File: src/rtl/mem_bus_arbiter.sv
// mem_bus_arbiter: unified memory-bus front end. Arbitrates NUM_PORTS
// requesters (port 0 = fixed-priority debug, others round-robin) onto one
// bus and decodes each access to a RAM target or an IO target.
//
// Ports:
//   clk_i-style naming is not used here; the port list is fixed by the bus:
//   clk, rst          : clock, async active-high reset
//   req_*             : per-port level requests, flattened vectors, port i
//                       at [i*W +: W]; req_done/req_err pulse for one cycle
//   grant_id, busy    : current owner and "not idle" status
//   ram_*             : strobe/complete RAM protocol, addr/data latched
//   io_*              : addr_valid/din_ready IO protocol, addr/data latched
module mem_bus_arbiter #(
  parameter int                NUM_PORTS  = 3,
  parameter int                ADDR_W     = 64,
  parameter int                DATA_W     = 64,
  parameter logic [ADDR_W-1:0] IO_MASK    = 64'hFFFF_FFFF_FFFF_0000,
  parameter logic [ADDR_W-1:0] IO_MATCH   = 64'hFFFF_FFFF_FFFF_0000,
  parameter int                IO_TIMEOUT = 255
) (
  input  logic                          clk,
  input  logic                          rst,
  input  logic [NUM_PORTS-1:0]          req_rstrobe,
  input  logic [NUM_PORTS-1:0]          req_wstrobe,
  input  logic [NUM_PORTS*ADDR_W-1:0]   req_addr,
  input  logic [NUM_PORTS*DATA_W-1:0]   req_wdata,
  input  logic [NUM_PORTS*2-1:0]        req_width,
  output logic [NUM_PORTS-1:0]          req_done,
  output logic [NUM_PORTS-1:0]          req_err,
  output logic [DATA_W-1:0]             req_rdata,
  output logic [$clog2(NUM_PORTS)-1:0]  grant_id,
  output logic                          busy,
  output logic [ADDR_W-1:0]             ram_addr,
  output logic [DATA_W-1:0]             ram_wdata,
  output logic [1:0]                    ram_width,
  output logic                          ram_rstrobe,
  output logic                          ram_wstrobe,
  input  logic [DATA_W-1:0]             ram_rdata,
  input  logic                          ram_complete,
  output logic [ADDR_W-1:0]             io_addr,
  output logic [DATA_W-1:0]             io_dout,
  output logic                          io_addr_valid,
  output logic                          io_write,
  input  logic [DATA_W-1:0]             io_din,
  input  logic                          io_din_ready
);

  localparam int GW = $clog2(NUM_PORTS);
  localparam int CW = $clog2(IO_TIMEOUT + 1);

  typedef enum logic [2:0] {
    S_IDLE,
    S_ISSUE,
    S_RAM_WAIT,
    S_IO_WAIT,
    S_RESP
  } state_t;

  state_t              state_q, state_d;
  logic [GW-1:0]       grant_q, grant_d;
  logic [GW-1:0]       rr_q, rr_d;
  logic [ADDR_W-1:0]   addr_q, addr_d;
  logic [DATA_W-1:0]   wdata_q, wdata_d;
  logic [DATA_W-1:0]   rdata_q, rdata_d;
  logic [1:0]          width_q, width_d;
  logic                write_q, write_d;
  logic                io_q, io_d;
  logic                err_q, err_d;
  logic [CW-1:0]       cnt_q, cnt_d;

  logic [NUM_PORTS-1:0] pend;
  logic                 found;
  logic [GW-1:0]        win;
  logic [GW:0]          idx;
  logic [ADDR_W-1:0]    sel_addr;

  assign pend = req_rstrobe | req_wstrobe;

  // Port 0 always wins; otherwise scan ports rr, rr+1, ... folding
  // the index back into 1..NUM_PORTS-1 so port 0 is never revisited.
  always_comb begin
    found = 1'b0;
    win   = '0;
    idx   = '0;
    if (pend[0]) begin
      found = 1'b1;
    end else begin
      for (int k = 0; k < NUM_PORTS - 1; k++) begin
        idx = {1'b0, rr_q} + (GW+1)'(k);
        if (idx >= (GW+1)'(NUM_PORTS))
          idx = idx - (GW+1)'(NUM_PORTS - 1);
        if (!found && pend[idx[GW-1:0]]) begin
          found = 1'b1;
          win   = idx[GW-1:0];
        end
      end
    end
  end

  assign sel_addr = req_addr[win*ADDR_W +: ADDR_W];

  always_comb begin
    state_d = state_q;
    grant_d = grant_q;
    rr_d    = rr_q;
    addr_d  = addr_q;
    wdata_d = wdata_q;
    rdata_d = rdata_q;
    width_d = width_q;
    write_d = write_q;
    io_d    = io_q;
    err_d   = err_q;
    cnt_d   = cnt_q;
    unique case (state_q)
      S_IDLE: begin
        if (found) begin
          grant_d = win;
          addr_d  = sel_addr;
          wdata_d = req_wdata[win*DATA_W +: DATA_W];
          width_d = req_width[win*2 +: 2];
          write_d = req_wstrobe[win];
          io_d    = (sel_addr & IO_MASK) == IO_MATCH;
          state_d = S_ISSUE;
        end
      end
      S_ISSUE: begin
        if (io_q) begin
          // Narrow IO is rejected without touching the IO bus.
          if (width_q != 2'd0) begin
            err_d   = 1'b1;
            state_d = S_RESP;
          end else begin
            state_d = S_IO_WAIT;
          end
        end else begin
          state_d = S_RAM_WAIT;
        end
      end
      S_RAM_WAIT: begin
        if (ram_complete) begin
          rdata_d = ram_rdata;
          state_d = S_RESP;
        end
      end
      S_IO_WAIT: begin
        cnt_d = cnt_q + CW'(1);
        // Ready in the final allowed cycle still counts as success.
        if (io_din_ready) begin
          rdata_d = io_din;
          state_d = S_RESP;
        end else if (cnt_q == CW'(IO_TIMEOUT - 1)) begin
          err_d   = 1'b1;
          rdata_d = '1;
          state_d = S_RESP;
        end
      end
      S_RESP: begin
        if (grant_q != '0) begin
          if (grant_q == GW'(NUM_PORTS - 1))
            rr_d = GW'(1);
          else
            rr_d = grant_q + GW'(1);
        end
        cnt_d   = '0;
        err_d   = 1'b0;
        state_d = S_IDLE;
      end
      default: state_d = S_IDLE;
    endcase
  end

  always_ff @(posedge clk or posedge rst) begin
    if (rst) begin
      state_q <= S_IDLE;
      grant_q <= '0;
      rr_q    <= GW'(1);
      addr_q  <= '0;
      wdata_q <= '0;
      rdata_q <= '0;
      width_q <= '0;
      write_q <= 1'b0;
      io_q    <= 1'b0;
      err_q   <= 1'b0;
      cnt_q   <= '0;
    end else begin
      state_q <= state_d;
      grant_q <= grant_d;
      rr_q    <= rr_d;
      addr_q  <= addr_d;
      wdata_q <= wdata_d;
      rdata_q <= rdata_d;
      width_q <= width_d;
      write_q <= write_d;
      io_q    <= io_d;
      err_q   <= err_d;
      cnt_q   <= cnt_d;
    end
  end

  logic [NUM_PORTS-1:0] grant_oh;
  logic                 in_resp;

  assign grant_oh = NUM_PORTS'(1) << grant_q;
  assign in_resp  = state_q == S_RESP;

  assign req_done      = in_resp ? grant_oh : '0;
  assign req_err       = (in_resp && err_q) ? grant_oh : '0;
  assign req_rdata     = rdata_q;
  assign grant_id      = grant_q;
  assign busy          = state_q != S_IDLE;
  assign ram_addr      = addr_q;
  assign ram_wdata     = wdata_q;
  assign ram_width     = width_q;
  assign ram_rstrobe   = (state_q == S_ISSUE) && !io_q && !write_q;
  assign ram_wstrobe   = (state_q == S_ISSUE) && !io_q && write_q;
  assign io_addr       = addr_q;
  assign io_dout       = wdata_q;
  assign io_addr_valid = state_q == S_IO_WAIT;
  assign io_write      = (state_q == S_IO_WAIT) && write_q;

endmodule
File: config.mk
export PLATFORM = sky130hd
export DESIGN_NAME = mem_bus_arbiter
export DESIGN_NICKNAME = d
export VERILOG_FILES = /design/src/rtl/mem_bus_arbiter.sv
export SDC_FILE = /design/constraint.sdc
export NUM_CORES = 1
export LEC_CHECK = 0
export CAP_MARGIN = 20
export CELL_PAD_IN_SITES_DETAIL_PLACEMENT = 0
export CELL_PAD_IN_SITES_GLOBAL_PLACEMENT = 1
export CORE_AREA = 2 2 333 335
export CTS_BUF_LIST = sky130_fd_sc_hd__clkbuf_2
export DETAILED_ROUTE_END_ITERATION = 8
export DIE_AREA = 0 0 335 337
export PLACE_DENSITY = 0.4
export SLEW_MARGIN = 20
export SYNTH_ARGS = -nofsm -noshare
export SYNTH_HDL_FRONTEND = slang
export SYNTH_SLANG_ARGS = --single-unit
File: constraint.sdc
create_clock -name clk -period 11.3 [get_ports clk]
set_input_delay 2.825 -clock clk [delete_from_list [all_inputs] [get_ports clk]]
set_output_delay 2.825 -clock clk [all_outputs]
set_load 0.005 [all_outputs]
==> results of run 1 <==
==> cells in the final DEF, fill, tap and decap left out, types with 2 or more instances in the layout <==
cell type        count
clkinv_1            10
and2_1               6
a21oi_2              2
o21ai_0            127
buf_4               12
dfrtp_1            211
clkdlybuf4s50_1    862
nor3_1               6
nand2_1            375
and3_1               2
inv_1                4
a21oi_1            173
mux2_2              40
nor3b_1              2
or3_1               64
bufinv_16            2
nor4_1               2
mux2i_1             46
o21ai_1            146
clkbuf_2           128
nor2_1              15
ha_1                 2
o211ai_1             2
diode_2             14
nand3_1              5
buf_12               3
nand4_1             15
mux2_1               5
==> how the worst max path moves through the flow <==
stage / start / end / slack, ns
floorplan: rst / cnt_q[0] / 2.68
global placement: req_wstrobe[2] / io_q / 3.99
detailed placement: req_rstrobe[1] / io_q / 3.95
CTS: state_q[1] / io_addr_valid / 5.25
global route: state_q[1] / io_addr_valid / 5.19
finish: req_rstrobe[1] / io_q / 5.29
==> area by class of cell <==
cell class	count	area, um^2
clock buffers	128	641
diodes	14	35.0
flip-flops and latches	212	5310
well taps	1426	1780
multi-input cells	1053	5540
inverters	7	36.3
fillers	12200	87400
repair buffers	877	8780
clock inverters	12	97.6
==> power groups by stage <==
stage / Clock (mW) / Combinational, mW / Sequential [mW]
after global routing: 0.886 / 2.82 / 1.57
after floorplan: 0 / 1.23 / 1.40
after detailed placement: 0 / 2.61 / 1.54
after CTS: 0.854 / 2.62 / 1.54
final: 0.778 / 2.56 / 1.51
after global placement: 0 / 2.63 / 1.53
==> registers in the layout, indices dropped and copies added, names as in the netlist, 2 cells and up <==
register / cells
io_addr: 64
state_q: 3
rr_q: 2
ram_width: 2
req_rdata: 64
io_dout: 64
cnt_q: 8
grant_id: 2
==> layer usage <==
| metal | GRT usage | up-vias |
|---|---|---|
| li1 | - | 6534 |
| met3 | 0.0378 | 122 |
| met1 | 0.140 | 6388 |
| met5 | 0 | - |
| met4 | 0.0408 | 10 |
| met2 | 0.235 | 497 |
==> critical path, cell delays in order <==
cell and delay, ns:
clkdlybuf4s50_1 0.52, nor2_1 0.20, a2111o_2 0.69, buf_4 0.61, buf_4 0.60, mux2i_1 0.14, o21ai_0 0.38, nand4_1 0.18
nor4_1 0.51, a41o_1 0.25
==> kinds of logic (layout without fill, tap and decap cells) <==
family	after synthesis	count (layout)	synth area share
mux	91	91	0.0785
flops	212	212	0.431
compound gates	461	461	0.192
fa+ha+maj	2	2	0.00203
buf+inv	248	1024	0.123
simple gates	499	499	0.175
other cells	0	14	0
==> metrics by stage <==
step / util / power (mW) / hold slack [ns]
after global routing: 0.203 / 5.28 / 0.515
after detailed placement: 0.195 / 4.15 / 0.471
after global placement: 0.195 / 4.16 / 0.467
after CTS: 0.202 / 5.01 / 0.492
after floorplan: - / 2.63 / 0.451
final: 0.203 / 4.85 / 0.486
==> metrics.txt, run 1 <==
DP Area approximately 0.021 mm^2; proportion of power drawn by combinational gates 0.528; DR vias ~14000; Reg clk slew, reported paths about 0.080 ns; r2r setup slk approximately 7 ns; most common cell in the netlist nand2_1; M1 WL about 29000 um; P&R area growth vs syn 80.2%; clock buffer depth 3; leakage a little under 9 nW; CTS tree built; Mapped Area between 0.01 and 0.015 mm^2; Die H between 300 and 400 um; switch share 0.394; top sig layer met5; IO Pins around 860; final hold violation count 0; Seq pwr share 0.312; Setup CP Type primary input to flop; Post-route DRC 0; Final ANT Viol Nets 0; routed len/inst 20.3 um; cts hold-fix bufs 0; final WL 75500 um; FF-to-FF End io_q; switching pwr between 1.5 and 2 mW; postcts setup bufs 0; crit end category flop; Post-Syn Nets slightly above 2000; syn_area_per_cell 8.15 um^2; initial antenna violation count 16; HPWL after detailed placement roughly 57000 um; post-synthesis sequential area ratio 0.431; Max-Slew Margin vs Limit 0.310; Critical Path RT about 12 ns; IO buf count between 800 and 900; PD cells 218 mW/mm^2; peak fanout along the critical path between 40 and 50; synth cell count leaders 376 x nand2_1, 211 x dfrtp_1, 173 x a21oi_1; Initial DRT Pass Iterations 5; cells after synthesis 1513; flops & latches, synth about 210; max-cap violations 0; Total GRT Usage 0.128; vias per cell 3.63; ys async rst share 1.00; Hold Path Stages 2; crit path DAT approximately 7 ns; full die area between 0.1 and 0.15 mm^2; H-tree depth 3; area fraction of the dominant cell type after synthesis 0.428; share of cells above drive strength 1 0.0874; met3 wire length 4570 um; CP Launch Type primary input; Area contributors post-synth dfrtp_1 43%, nand2_1 11%, buf_4 7.9%; RSZ-0062 raised after global routing false; skew final roughly 0.093 ns; Post-synth EDFFs 0; final setup fails 0; outcome complete, no violations; Worst-Skew Late Latency ~1.1 ns; largest net degree at the start of global routing about 120; Inst Count DP around 3600; DIE WIDTH between 300 and 400 um; clock share of power 0.160; Layout Cell Area excl Fill between 0.02 and 0.025 mm^2; Core Area around 0.11 mm^2; num rows ~120; worst slack at placement roughly 4 ns; Main synth FF type dfrtp_1; final number of max-transition violations 0; Root Buffer Master clkbuf_2; synth warn 0; Sink Count 212; Max Freq 0.167 GHz; Tightest Hold Check Type flop to flop; Worst Reg-to-Reg Cells 9; min Tclk post-route between 6 and 7 ns; Yosys top cell by area dfrtp_1; worst r2r src rr_q[1]; Slew @ Worst Pin roughly 1.0 ns; hold_sp req_rdata[52]; nets around 2800; Resized cells post-CTS 0; initial core utilization 0.112; period utilization 0.531; GRT overflow 0; TritonCTS Buffers between 70 and 80; metal2 WL about 40000 um; 1st-iter DRT viols approximately 480; routability congestion estimate around 0.78; via count of the first global-routing pass 14300; hold endpoint req_rdata[52]; setup ws final around 5.3 ns; Max VDD drop 0.0798 mV; setup TNS 0 ns; first-pass GRT wire length around 100000 um; Finished Layout Cells roughly 3700; Netlist cell types 44; P_int between 2 and 3 mW
(Power assumes the default switching activity.)
==> inputs of run 2 (changes only) <==
CORE_AREA = 2 2 331 333   (was 2 2 333 335)
DIE_AREA = 0 0 333 335   (was 0 0 335 337)
PLACE_DENSITY = 0.42   (was 0.4)
clock period = 4.9 ns   (was 11.3 ns; I/O delays follow)
==> metrics.txt, run 2 (same netlist as run 1, synthesis figures left out) <==
most common cell after layout, fill and taps aside clkdlybuf4s50_1; hold_sp req_rdata[47]; top sig layer met5; CP cell instances nor2b_1, nand2_2, inv_2, clkdlybuf4s50_1; crit path DAT between 3 and 4 ns; RSZ-0062 raised after global routing false; 1st-iter DRT viols between 400 and 500; largest net degree at the start of global routing between 100 and 150; Layout Cell Area excl Fill about 0.022 mm^2; postcts setup bufs 0; TritonCTS Buffers 74; DP Area around 0.022 mm^2; final number of max-transition violations 0; worst r2r src rr_q[0]; routed len/inst approximately 21 um; Max Freq 0.234 GHz; initial core utilization 0.114; fillers 12100; Tightest Hold Check Type flop to flop; max-cap violations 0; vias per cell roughly 3.7; IO Pins between 800 and 900; Sink Count between 200 and 250; Max VDD drop between 0.2 and 0.3 mV; share of cells above drive strength 1 0.0862; Die H 335 um; DIE WIDTH around 330 um; Critical Path RT about 3.7 ns; leakage 8.86 nW; Hold Path Stages 2; FF-to-FF End io_q; via count of the first global-routing pass 14400; crit end category output port; Initial DRT Pass Iterations 4; Max-Slew Margin vs Limit 0.367; Tot Pwr around 11 mW; clock buffer depth 3; CP max stage cell nor2b_1; full die area 0.112 mm^2; final setup fails 0; period utilization 0.874; CP Launch Type flop; M1 WL around 31000 um; GRT overflow 0; multi-input logic area 0.00555 mm^2; outcome complete, no violations; DR vias 13600; Max stage delay on crit path 0.53 ns; r2r setup slk between 1.5 and 2 ns; HPWL after detailed placement approximately 60000 um; initial antenna violation count 14; Reg clk slew, reported paths approximately 0.090 ns; H-tree depth 3; Setup CP Type flop to output port; met3 wire length approximately 4400 um; final hold violation count 0; setup ws final between 0.6 and 0.7 ns; Post-route DRC 0; min Tclk post-route 4.28 ns; hold endpoint req_rdata[47]; most frequent cells in the layout 862 x clkdlybuf4s50_1, 374 x nand2_1, 211 x dfrtp_1, 173 x a21oi_1, 146 x o21ai_1; Hold WS between 0.4 and 0.5 ns; num rows roughly 120; Total GRT Usage 0.135; PD cells 498 mW/mm^2; metal2 WL 41000 um; IO buf count around 860; setup TNS 0 ns; Resized cells post-CTS 0; Root Buffer Master clkbuf_2; CTS tree built; cts hold-fix bufs 0; final WL 77700 um; skew final between 0.07 and 0.08 ns; first-pass GRT wire length ~110000 um; nets approximately 2800; Reg area between 0.005 and 0.006 mm^2; Worst Reg-to-Reg Cells 9; P&R area growth vs syn 80.6%; routability congestion estimate between 0.7 and 0.8; Slew @ Worst Pin about 0.95 ns; worst slack at placement about 0.095 ns; Final ANT Viol Nets 0; Worst-Skew Late Latency roughly 1.1 ns; peak fanout along the critical path 18; Core Area about 0.11 mm^2
==> run 2: changes by cell type in the layout (fill, tap and decap cells not counted), sizes merged <==
cell	before	now
clkbuf	128	106
inv	7	10
diode	14	4
clkinv	10	11
buf	15	29
bufinv	2	1
clkinvlp	0	2
==> run 2: through the flow <==
step / utilization / instances
after global placement: 0.200 / 3576
after CTS: 0.206 / 3700
after detailed placement: 0.200 / 3577
final: 0.206 / 3704
after floorplan: - / 1513
after global routing: 0.206 / 3702
==> run 2: cell type report <==
cell class / count / area share
timing repair buffer: 891 / 0.403
sequential: 212 / 0.238
inverter: 7 / 0.00146
clock inverter: 17 / 0.00422
antenna: 4 / 0.000450
clock buffer: 106 / 0.0238
multi-input combinational: 1053 / 0.249
tap: 1414 / 0.0795
==> run 2: power breakdown <==
part	internal (mW)	total, mW	switching, mW
clock	0.625	1.59	0.965
combinational	3.44	5.99	2.55
sequential	2.60	3.50	0.899
==> run 2: worst max-delay path by stage <==
stage | start | end | slack (ns)
2_1_floorplan | rst | cnt_q[0] | 0.92
3_3_place_gp | req_wstrobe[2] | io_q | 0.21
3_5_place_dp | req_wstrobe[2] | io_q | 0.09
4_1_cts | state_q[0] | req_err[2] | 0.32
5_1_grt | state_q[1] | io_addr_valid | 0.25
6_report | state_q[1] | io_addr_valid | 0.62
==> run 2: worst max-delay path, delay by kind of cell, from the launching register on <==
family / cells / cell delay, ns
AND/OR/NAND/NOR: 2 / 0.87
buffers and inverters: 2 / 0.64
flip-flops: 1 / 0.45
==> run 2: layer usage <==
layer,vias up,track usage
met5,-,0
met4,12,0.0386
met3,98,0.0339
met2,484,0.248
met1,6434,0.152
li1,6540,-
